===== config.mk =====
export PLATFORM = sky130hd
export DESIGN_NAME = pe_array_seq_ctrl
export DESIGN_NICKNAME = d
export VERILOG_FILES = /design/src/rtl/pe_array_seq_ctrl.sv
export SDC_FILE = /design/constraint.sdc
export NUM_CORES = 1
export LEC_CHECK = 0
export ABC_AREA = 0
export CORE_ASPECT_RATIO = 1.2
export CORE_MARGIN = 1.5
export CORE_UTILIZATION = 55
export DETAILED_ROUTE_END_ITERATION = 12
export PLACE_DENSITY_LB_ADDON = 0.2
export RECOVER_POWER = 100
export SLEW_MARGIN = 20
export SYNTH_ARGS = -nofsm -noshare
export SYNTH_HDL_FRONTEND = slang
export SYNTH_SLANG_ARGS = --single-unit

===== constraint.sdc =====
create_clock -name DSP_clk -period 3.7 [get_ports DSP_clk]
set_clock_uncertainty 0.05 [all_clocks]
set_input_delay 0.925 -clock DSP_clk [delete_from_list [all_inputs] [get_ports DSP_clk]]
set_output_delay 0.925 -clock DSP_clk [all_outputs]
set_load 0.02 [all_outputs]

===== src/rtl/pe_array_seq_ctrl.sv =====
`default_nettype none
// ============================================================================
// Module   : pe_array_seq_ctrl
// Purpose  : Per-tile sequencer for the 16-core 3x3 convolution PE array.
//            Loads the kernel taps into all cores through weight_valid. Issues
//            one bias or residual-add load to core 0 through bias_valid. Streams
//            cfg_len feature beats qualified by pulse. It then waits for the MAC
//            pipeline to drain and pulses done.
// Ports    : DSP_clk / rst_n (async, active-low)
//            start, cfg_len, cfg_adder           - tile command, sampled in IDLE
//            busy, done                          - tile status
//            w_src_*, b_src_*, f_src_*           - valid/ready from the buffers
//            weight_valid, bias_valid, pulse,
//            bias_or_adder_feature               - PE array control pins
//            stall_cnt (PE_SEQ_STALL_CNT_EN)     - RUN cycles starved of features
// Options  : define PE_SEQ_STALL_CNT_EN to add the saturating stall counter.
// Revision : 1.0 - initial release
// ============================================================================
module pe_array_seq_ctrl #(
  parameter int KERNEL_TAPS  = 9,
  parameter int LEN_WIDTH    = 16,
  parameter int DRAIN_CYCLES = 4
) (
  input  logic                 DSP_clk,
  input  logic                 rst_n,
  input  logic                 start,
  input  logic [LEN_WIDTH-1:0] cfg_len,
  input  logic                 cfg_adder,
  output logic                 busy,
  output logic                 done,
  input  logic                 w_src_valid,
  output logic                 w_src_ready,
  input  logic                 b_src_valid,
  output logic                 b_src_ready,
  input  logic                 f_src_valid,
  output logic                 f_src_ready,
  output logic                 weight_valid,
  output logic                 bias_valid,
  output logic                 bias_or_adder_feature,
`ifdef PE_SEQ_STALL_CNT_EN
  output logic [15:0]          stall_cnt,
`endif
  output logic                 pulse
);

  localparam int TAP_W = (KERNEL_TAPS > 1)  ? $clog2(KERNEL_TAPS)  : 1;
  localparam int DRN_W = (DRAIN_CYCLES > 1) ? $clog2(DRAIN_CYCLES) : 1;

  localparam logic [TAP_W-1:0] c_tap_last = TAP_W'(KERNEL_TAPS - 1);
  localparam logic [DRN_W-1:0] c_drn_last = DRN_W'(DRAIN_CYCLES - 1);

  typedef enum logic [2:0] {
    S_IDLE   = 3'd0,
    S_LOAD_W = 3'd1,
    S_LOAD_B = 3'd2,
    S_RUN    = 3'd3,
    S_DRAIN  = 3'd4,
    S_DONE   = 3'd5
  } state_t;

  state_t               r_state;
  state_t               w_state_nxt;
  logic [LEN_WIDTH-1:0] r_len;
  logic                 r_adder;
  logic [TAP_W-1:0]     r_tap_cnt;
  logic [LEN_WIDTH-1:0] r_beat_cnt;
  logic [DRN_W-1:0]     r_drn_cnt;

  logic w_start_acc;
  logic w_tap_last;
  logic w_beat_last;
  logic w_drn_last;

  assign w_start_acc = (r_state == S_IDLE) && start;
  assign w_tap_last  = (r_tap_cnt == c_tap_last);
  // RUN is only entered with r_len >= 1, so r_len - 1 never underflows there.
  assign w_beat_last = (r_beat_cnt == (r_len - 1'b1));
  assign w_drn_last  = (r_drn_cnt == c_drn_last);

  // --------------------------------------------------------------------------
  // State register
  // --------------------------------------------------------------------------
  always_ff @(posedge DSP_clk or negedge rst_n) begin
    if (!rst_n) begin
      r_state <= S_IDLE;
    end else begin
      r_state <= w_state_nxt;
    end
  end

  // --------------------------------------------------------------------------
  // Next state and ready decode. Readies depend on the state only, so a
  // source can never create a combinational loop through its own valid.
  // --------------------------------------------------------------------------
  always_comb begin
    w_state_nxt = r_state;
    w_src_ready = 1'b0;
    b_src_ready = 1'b0;
    f_src_ready = 1'b0;
    case (r_state)
      S_IDLE: begin
        if (start) w_state_nxt = S_LOAD_W;
      end
      S_LOAD_W: begin
        w_src_ready = 1'b1;
        if (w_src_valid && w_tap_last) w_state_nxt = S_LOAD_B;
      end
      S_LOAD_B: begin
        b_src_ready = 1'b1;
        if (b_src_valid) w_state_nxt = (r_len == '0) ? S_DRAIN : S_RUN;
      end
      S_RUN: begin
        f_src_ready = 1'b1;
        if (f_src_valid && w_beat_last) w_state_nxt = S_DRAIN;
      end
      S_DRAIN: begin
        if (w_drn_last) w_state_nxt = S_DONE;
      end
      S_DONE: begin
        w_state_nxt = S_IDLE;
      end
      default: begin
        w_state_nxt = S_IDLE;
      end
    endcase
  end

  // --------------------------------------------------------------------------
  // Tile configuration and phase counters. Each counter wraps back to zero on
  // its final step, so it is already clear the next time its phase starts.
  // --------------------------------------------------------------------------
  always_ff @(posedge DSP_clk or negedge rst_n) begin
    if (!rst_n) begin
      r_len      <= '0;
      r_adder    <= 1'b0;
      r_tap_cnt  <= '0;
      r_beat_cnt <= '0;
      r_drn_cnt  <= '0;
    end else begin
      if (w_start_acc) begin
        r_len   <= cfg_len;
        r_adder <= cfg_adder;
      end
      if ((r_state == S_LOAD_W) && w_src_valid) begin
        r_tap_cnt <= w_tap_last ? '0 : r_tap_cnt + 1'b1;
      end
      if ((r_state == S_RUN) && f_src_valid) begin
        r_beat_cnt <= w_beat_last ? '0 : r_beat_cnt + 1'b1;
      end
      if (r_state == S_DRAIN) begin
        r_drn_cnt <= w_drn_last ? '0 : r_drn_cnt + 1'b1;
      end
    end
  end

  // --------------------------------------------------------------------------
  // Outputs. Everything is decoded from r_state, so an async reset drops
  // every output to zero without waiting for a clock.
  // --------------------------------------------------------------------------
  assign busy                  = (r_state != S_IDLE);
  assign done                  = (r_state == S_DONE);
  assign weight_valid          = w_src_valid & w_src_ready;
  assign bias_valid            = b_src_valid & b_src_ready;
  assign pulse                 = f_src_valid & f_src_ready;
  assign bias_or_adder_feature = r_adder & busy;

`ifdef PE_SEQ_STALL_CNT_EN
  logic [15:0] r_stall_cnt;

  always_ff @(posedge DSP_clk or negedge rst_n) begin
    if (!rst_n) begin
      r_stall_cnt <= '0;
    end else if (w_start_acc) begin
      r_stall_cnt <= '0;
    end else if ((r_state == S_RUN) && !f_src_valid && (r_stall_cnt != 16'hFFFF)) begin
      r_stall_cnt <= r_stall_cnt + 1'b1;
    end
  end

  assign stall_cnt = r_stall_cnt;
`endif

endmodule
`default_nettype wire

## Word level (Yosys, flattened, before mapping)

Cells that the tools add are included.

- Output and inout port bits: 9
- Memories: 0
- Latch bits: 0
- Bits of input ports: 23
- Register bits: 42
- Bits in writable memories: 0
- Logic and storage cells: 49
- Memory bits (read-only): 0

- Muxes and demuxes: 13
- Div/mod/pow operators: 0
- $mul: 0
- Bitwise gates (word level): 4
- Reductions and logical operators: 9
- $add $sub $neg: 4
- Shift operators: 0
- Equality and inequality tests: 13
- $lt $le $gt $ge: 0

Operators by type and width:

| kind | number |
|---|---|
| $mux 3 | 6 |
| $add 16x1->16 const B | 1 |
| $eq 16x16->1 | 1 |
| $logic_not 16->1 | 1 |
| $mux 16 | 1 |
| $sub 16x1->16 const B | 1 |
| $pmux 3 s5 | 1 |
| $ne 2x2->1 const B | 5 |
| $eq 3x2->1 const B | 2 |
| $eq 3x3->1 const B | 2 |
| $logic_and 1x1->1 | 5 |
| $reduce_and 5->1 | 1 |
| $add 4x1->4 const B | 1 |
| $and 1x1->1 | 4 |
| $eq 4x4->1 const B | 1 |
| $mux 4 | 1 |
| $eq 3x1->1 const B | 1 |
| $logic_not 3->1 | 1 |
| $mux 1 | 3 |
| $reduce_bool 3->1 | 1 |
| $add 2x1->2 const B | 1 |
| $eq 2x2->1 const B | 1 |
| $mux 2 | 1 |

## Logic depth before layout (Yosys ltp)

Gate-level depths: netlist (run 1).

- Depth after elaboration: 5
- Depth in mapped cells: 11
- Gate-level depth less buffers: 9

## Worst setup path before layout (run 1)

No wires, ideal clock.

- Kind: register -> register
- Start point: reg r_len[0]
- End point: reg r_state[1]
- Arrival: 2493 ps
- Library setup time: 123 ps
- Stages on the path, launching flop included: 12
- Path slack: 1034 ps
- Path buffers: 2
- Clock period less this slack: 2666 ps
- Data required time: 3527 ps
- Path through: dfrtp_1 -> clkbuf_1 -> inv_1 -> ha_1 -> nor3b_4 -> xnor2_1 -> or4_1 -> nor4_1 -> nand4_1 -> buf_6 -> o2111ai_2 -> nand2_1

- Cells in the longest elaborated chain, start to end: 5
- Elaborated cells on any way between the ends: 9
- Classes of those cells: add/sub: 1; eq/ne: 2; mux: 3; reduce/logical: 3

RTL lines:

| what | RTL line | RTL |
|---|---|---|
| start, declared | 63 | `logic [LEN_WIDTH-1:0] r_len;` |
| start signal, assigned | 141 | `r_len <= cfg_len;` |
| $sub 16x1->16 | 77 | `assign w_beat_last = (r_beat_cnt == (r_len - 1'b1));` |
| $eq 16x16->1 | 77 |  |
| $logic_and 1x1->1 | 114 | `if (f_src_valid && w_beat_last) w_state_nxt = S_DRAIN;` |
| $ne 2x2->1 (no source line) | -- |  |
| $reduce_and 5->1 (no source line) | -- |  |
| end signal, assigned | 87 | `r_state <= w_state_nxt;` |
| end, declared | 61 | `state_t r_state;` |

Several ways; a longest one is shown, not always the timed one. The select of a mux whose other input is x is not followed.
A chain may end at the register's enable or synchronous reset.

## Worst setup path after layout (run 1)

- Start point: in f_src_valid
- End point: out pulse

- Cells in the longest elaborated chain, start to end: 1

RTL lines:

| what | RTL line | RTL |
|---|---|---|
| start, declared | 35 | `input logic f_src_valid,` |
| $and 1x1->1 | 164 | `assign pulse = f_src_valid & f_src_ready;` |
| end, declared | 43 | `output logic pulse` |

Every way passes these cells.

==> summary.md, run 1 <==
| Metric | Value |
|---|---|
| Outcome | `finished, violations left` |
| Failing checks | `capacitance limit, slew limit` |
| Clk pin slew, worst setup/hold paths | `70 ps` |
| Arr. time, crit path | `2560 ps` |
| CP Cell Sequence | `clkdlybuf4s50_1 -> nand2_1 -> or3_1 -> inv_2 -> clkdlybuf4s50_1` |
| Area Growth Syn to Fin | `16.43%` |
| Die width | `roughly 66 um` |
| Starting Density | `a little under three fifths` |
| GRT Util Overall | `about a quarter` |
| Grt ovf | `0` |
| CP Class | `input pin to primary output` |
| Vias | `2081` |
| Die Ht | `between 70 and 80 um` |
| CTS Sinks | `42` |
| Clk Latency, worst-skew pair | `290 ps` |
| Worst min path class | `register to register` |
| Row cnt | `27` |
| CTS Hold Bufs | `0` |
| # diodes | `0` |
| Worst EP required | `about 2700 ps` |
| Detail Route Antenna Nets | `0` |
| Buf+Inv Stages, Crit Path | `3` |
| DRC Markers | `0` |
| Core region area | `roughly 0.0046 sq mm` |
| Worst slew margin | `-46.97%` |
| GP Congestion | `between 0.8 and 0.9` |
| Clock group share of total power | `about 17%` |
| Synth warn | `0` |
| Sequential power share | `40.9%` |
| CP Capture Type | `primary output` |
| CTS tree | `built` |
| Final setup margin | `between 150 and 200 ps` |
| Port buffer count | `31` |
| Initial antenna violation count | `0` |
| Setup TNS | `0 ps` |
| Internal power | `~1300 uW` |
| Minimum clock period | `approximately 3500 ps` |
| Largest net degree at the start of global routing | `43` |
| Vias in the first global route | `about 2100` |
| Total wire length | `approximately 5400 um` |
| Post-synth net total | `approximately 310` |
| VDD IR max | `approximately 460 uV` |
| Sw Ratio | `between 30 and 40%` |
| Comb pwr share | `about 42%` |
| Leak pwr | `about 0.0013 uW` |
| Final period utilization | `between 90% and 100%` |
| CP dominant cell by count | `clkdlybuf4s50_1` |
| Place WS | `155.6 ps` |
| RSZ-0062 raised after global routing | `no` |
| Final Hold Viols | `0` |
| # resized after CTS | `0` |
| CP max FO | `6` |
| First-pass GRT wire length | `between 9000 and 10000 um` |
| Final Max Slew Viols | `43` |
| Max_cap viols | `1` |
| Dpl hpwl | `between 3000 and 4000 um` |
| Psw | `between 800 and 900 uW` |
| CP startpoint kind | `input pin` |
| Postcts setup bufs | `0` |
| Slowest CP cell | `clkdlybuf4s50_1` |
| Most used DFF post-synth | `dfrtp_1` |
| Share of cells above drive strength 1 | `under 10%` |
| Largest stage delay, worst path | `610 ps` |
| Cts bufs inserted | `5` |
| Syn Area/Cell | `between 9 and 10 sq um` |
| Least-Margin Pin Slew | `around 2200 ps` |
| Clk buf depth | `2` |
| IO Count | `32` |
| Final number of setup-violating endpoints | `0` |
| Post-synthesis sequential area ratio | `a little over 40%` |
| Initial DRC Count | `about 140` |
| Routed wire length per instance | `between 10 and 15 um` |
| Nets | `approximately 340` |
| Die Footprint | `0.005146 sq mm` |
| Via density | `5.655` |
| H-tree depth | `2` |
| Mapped Cells | `282` |
| Initial DRT Pass Iterations | `4` |
| Async S/R FF share, synth | `between 90% and 100%` |
| Synthesized cell area | `~0.0026 sq mm` |
| FF+latch count, synth | `between 40 and 50` |
| CP top delay family | `buffers and inverters` |
| Unique masters post-synth | `45` |
| Power per cell area | `between 600 and 700 mW/mm^2` |
| Max Clk Rate | `around 0.28 GHz` |
| Post-synth EDFFs | `0` |
| Root Driver | `clkbuf_8` |
[through the flow]
step                      utilization [%]  cells  cell area [sq um]  total power (uW)  hold slack [ps]
after CTS                           66.42    368               3029              2119            471.9
final                               66.31    368               3024              2085            467.4
after global placement              64.09    360               2923              1724            435.4
after global routing                66.31    368               3024              2253            476.2
after detailed placement            64.09    360               2923              1757            453.7
after floorplan                         -    282               2597              1498            422.1
[worst register-to-register path, stage by stage, from the launching register on]
cell and delay [ps]:
dfrtp_1 460, inv_1 130, ha_1 260, nor3b_4 410
xnor2_1 120, or4_1 520, nor4_1 250, nand4_1 480
nor2_1 230, buf_4 210, nor2_1 90
[cells in the mapped netlist (all sizes together), types with 2 or more instances]
library cell | n | area (sq um)
xnor2 | 18 | 157.7
nand2 | 21 | 78.83
ha | 6 | 75.07
a21oi | 13 | 65.06
nor2 | 26 | 97.59
or3 | 4 | 25.02
and3 | 7 | 43.79
or4 | 3 | 22.52
clkbuf | 7 | 26.28
o211ai | 3 | 22.52
dfrtp | 42 | 1051
o21ai | 16 | 80.07
buf | 7 | 48.79
nand3 | 14 | 70.07
nand2b | 3 | 18.77
xor2 | 16 | 140.1
inv | 14 | 52.55
mux2 | 17 | 191.4
o2111ai | 2 | 23.77
nor3 | 10 | 50.05
mux2i | 4 | 40.04
a31oi | 2 | 12.51
and2 | 4 | 25.02
nand4 | 3 | 18.77
nor4 | 6 | 37.54
[per-layer routing]
metal  track usage [%]  vias to the layer above  part of all wire, %
met5                 0                        -                    0
met4             8.542                        0                  2.2
met3             5.158                       12                  3.9
met2             41.72                       39                   51
met1             27.49                      989                   43
li1                  -                     1041                    -
[placed cells by master, fill, tap and decap left out, types with 14 or more instances in the layout]
| master | n |
|---|---|
| mux2_2 | 17 |
| clkdlybuf4s50_1 | 21 |
| o21ai_0 | 16 |
| dfrtp_1 | 42 |
| xor2_1 | 16 |
| nor2_1 | 26 |
| nand3_1 | 14 |
| xnor2_1 | 18 |
| nand2_1 | 21 |
[area by class of cell]
| type | count | area [sq um] |
|---|---|---|
| Multi-Input combinational cell | 212 | 1419 |
| Inverter | 14 | 52.55 |
| Fill cell | 386 | 1536 |
| Clock inverter | 1 | 30.03 |
| Timing Repair Buffer | 34 | 322.8 |
| Tap cell | 58 | 72.57 |
| Sequential cell | 42 | 1051 |
| Clock buffer | 7 | 76.32 |
[sequential cells by signal, indices dropped and copies added, names as in the netlist]
register and count:
r_adder 1, r_beat_cnt 16, r_drn_cnt 2, r_len 16, r_state 3, r_tap_cnt 4
[kinds of logic (layout without fill, tap and decap cells)]
kind of cell	after synthesis	in the layout	share of synthesized area (%)
AOI/OAI and AO/OA	43	43	10.02
xor gates and xnor gates	34	34	11.46
adders and majority gates	6	6	2.890
buffers and inverters	28	56	4.913
DFF	42	42	40.46
muxes	21	21	8.911
and+or+nand+nor	108	108	21.34
[power by group through the flow]
stage	combinational [uW]	clock (uW)	sequential [uW]
final	878	355	852
after CTS	904	364	852
after detailed placement	898	0	859
after global routing	986	383	883
after global placement	872	0	852
after floorplan	759	0	739
[final timing paths]
| check | slack [ps] | start | cells past startpoint | to |
|---|---|---|---|---|
| worst max-delay path | 160 | f_src_valid | 5 | pulse |
| worst min-delay path | 470 | r_drn_cnt[1]$_DFFE_PN0P_ | 1 | r_drn_cnt[1]$_DFFE_PN0P_ |
| worst max register to register | 390 | r_len[0]$_DFFE_PN0P_ | 10 | r_beat_cnt[6]$_DFFE_PN0P_ |
| worst min register to register | 470 | r_drn_cnt[1]$_DFFE_PN0P_ | 1 | r_drn_cnt[1]$_DFFE_PN0P_ |
| max in group asynchronous | 1110 | rst_n | 1 | r_beat_cnt[4]$_DFFE_PN0P_ |
| min in group asynchronous | 1220 | rst_n | 1 | r_len[14]$_DFFE_PN0P_ |
Power figures use the tool's default switching activity.
==> run 2, diff against run 1 <==
CTS_BUF_LIST = sky130_fd_sc_hd__clkbuf_4   (was default)
==> summary.md, run 2 (synthesis results as in run 1) <==
| Metric | Value |
|---|---|
| Outcome | `finished, violations left (unchanged)` |
| Failing checks | `capacitance limit, slew limit (unchanged)` |
| Hold path start | `r_drn_cnt[1]$_DFFE_PN0P_ (unchanged)` |
| Via density | `5.628 (was 5.655)` |
| Grt ovf | `0 (unchanged)` |
| Dpl hpwl | `3962 um (unchanged)` |
| Cts bufs inserted | `5 (unchanged)` |
| FF-to-FF Start | `r_len[0]$_DFFE_PN0P_ (unchanged)` |
| Vias | `2071 (was 2081)` |
| DP Cell Count | `360 (unchanged)` |
| Final Max Slew Viols | `43 (unchanged)` |
| Detail Route Antenna Nets | `0 (unchanged)` |
| Least-Margin Pin Slew | `2223 ps (was 2205 ps)` |
| Routed wire length per instance | `14.61 um (was 14.76 um)` |
| VDD IR max | `465.2 uV (was 464.9 uV)` |
| First-pass GRT wire length | `9390 um (was 9480 um)` |
| Place WS | `155.6 ps (unchanged)` |
| RSZ-0062 raised after global routing | `no (unchanged)` |
| Power per cell area | `676.5 mW/mm^2 (was 689.4 mW/mm^2)` |
| Final Hold Viols | `0 (unchanged)` |
| Reg2Reg Setup Slack | `380 ps (was 390 ps)` |
| Die Footprint | `0.005146 sq mm (unchanged)` |
| Area Growth Syn to Fin | `15.51% (was 16.43%)` |
| RR Endpoint | `r_beat_cnt[6]$_DFFE_PN0P_ (unchanged)` |
| Clk pin slew, worst setup/hold paths | `110 ps (was 70 ps)` |
| IO Count | `32 (unchanged)` |
| Port buffer count | `31 (unchanged)` |
| # resized after CTS | `0 (unchanged)` |
| WHS Endpoint | `r_drn_cnt[1]$_DFFE_PN0P_ (unchanged)` |
| Share of cells above drive strength 1 | `10.00% (was 9.355%)` |
| Largest regs | `r_beat_cnt (16), r_len (16), r_tap_cnt (4) (unchanged)` |
| Final number of setup-violating endpoints | `0 (unchanged)` |
| GP Congestion | `0.8185 (unchanged)` |
| Initial DRT Pass Iterations | `4 (unchanged)` |
| FF-to-FF path depth | `10 (unchanged)` |
| Hold path depth | `1 (unchanged)` |
| Root Driver | `clkbuf_4 (was clkbuf_8)` |
| Commonest non-fill, non-tap cells in the layout | `dfrtp_1 (42), nor2_1 (26), nand2_1 (21), clkdlybuf4s50_1 (21), xnor2_1 (18) (unchanged)` |
| Vias in the first global route | `2075 (was 2107)` |
| Initial DRC Count | `139 (was 144)` |
| CP Capture Type | `primary output (unchanged)` |
| Finished Layout Cells | `368 (unchanged)` |
| Starting Density | `56.95% (unchanged)` |
| CTS Sinks | `42 (unchanged)` |
| Final period utilization | `95.64% (about the same)` |
| CTS Hold Bufs | `0 (unchanged)` |
| Total wire length | `5378 um (was 5430 um)` |
| Postcts setup bufs | `0 (unchanged)` |
| Largest net degree at the start of global routing | `43 (unchanged)` |
| Initial antenna violation count | `0 (unchanged)` |
| Worst EP required | `2720 ps (about the same)` |
| Leak pwr | `0.001296 uW (was 0.001303 uW)` |
| CP max FO | `6 (unchanged)` |
| Core region area | `0.004561 sq mm (unchanged)` |
| GRT Util Overall | `23.26% (was 23.57%)` |
| Row cnt | `27 (unchanged)` |
| Die Ht | `78.28 um (unchanged)` |
| Nets | `338 (unchanged)` |
| CP startpoint kind | `input pin (unchanged)` |
| CTS tree | `built (unchanged)` |
| Setup TNS | `0 ps (unchanged)` |
| Clk Latency, worst-skew pair | `350 ps (was 290 ps)` |
| # diodes | `0 (unchanged)` |
| Max_cap viols | `1 (unchanged)` |
| Final setup margin | `161.1 ps (was 161.4 ps)` |
| Minimum clock period | `3539 ps (about the same)` |
| Die width | `65.74 um (unchanged)` |
| H-tree depth | `2 (unchanged)` |
| Commonest non-fill, non-tap cell in the layout | `dfrtp_1 (unchanged)` |
| DRC Markers | `0 (unchanged)` |
| Max Clk Rate | `0.2826 GHz (about the same)` |
| Worst slew margin | `-48.18% (was -46.97%)` |
| CP Class | `input pin to primary output (unchanged)` |
| Arr. time, crit path | `2560 ps (about the same)` |
| Clk buf depth | `2 (unchanged)` |
| Worst min path class | `register to register (unchanged)` |
==> run 2: cell counts in the layout (fill, tap and decap cells not counted) <==
No cell type changed its count.
==> run 2: layer usage <==
metal  global-route usage, %  vias to the layer above  wire [um]
met2                   41.21                       44       2735
li1                        -                     1039          -
met5                       0                        -          0
met3                   4.871                       11        205
met1                   27.62                      977       2331
met4                   7.500                        0        106
==> run 2: per-stage QoR <==
| stage | util (%) | hold slack, ps | power (uW) | cell area, sq um |
|---|---|---|---|---|
| 2_1_floorplan | - | 422.1 | 1498 | 2597 |
| 3_3_place_gp | 64.09 | 435.4 | 1724 | 2923 |
| 3_5_place_dp | 64.09 | 453.7 | 1757 | 2923 |
| 4_1_cts | 65.90 | 482.3 | 2066 | 3005 |
| 5_1_grt | 65.79 | 487.5 | 2199 | 3000 |
| 6_report | 65.79 | 476.6 | 2030 | 3000 |
==> run 2: worst max path at each step <==
stage | startpoint | end | slack [ps] | cells past startpoint
2_1_floorplan | r_len[0]$_DFFE_PN0P_ | r_state[1]$_DFFE_PN0P_ | 1030 | 11
3_3_place_gp | f_src_valid | pulse | 170 | 5
3_5_place_dp | f_src_valid | pulse | 160 | 5
4_1_cts | f_src_valid | pulse | 160 | 5
5_1_grt | f_src_valid | pulse | 90 | 5
6_report | f_src_valid | pulse | 160 | 5
==> run 2: where the power goes <==
group          leakage [uW]  internal [uW]  switching (uW)  total [uW]
Combinational      0.000729            444             435         879
Sequential         0.000521            608             240         849
Clock             0.0000463            158             144         302
==> run 2: area by class of cell <==
class                           instances  area, sq um
Multi-Input combinational cell        212         1419
Tap cell                               58        72.57
Clock buffer                            7        52.55
Sequential cell                        42         1051
Fill cell                             396         1560
Timing Repair Buffer                   34        322.8
Clock inverter                          1        30.03
Inverter                               14        52.55
==> run 2: worst max-delay path, cell delays in order <==
cell and delay, ps:
clkdlybuf4s50_1 470, nand2_1 80, or3_1 350, inv_2 120, clkdlybuf4s50_1 610
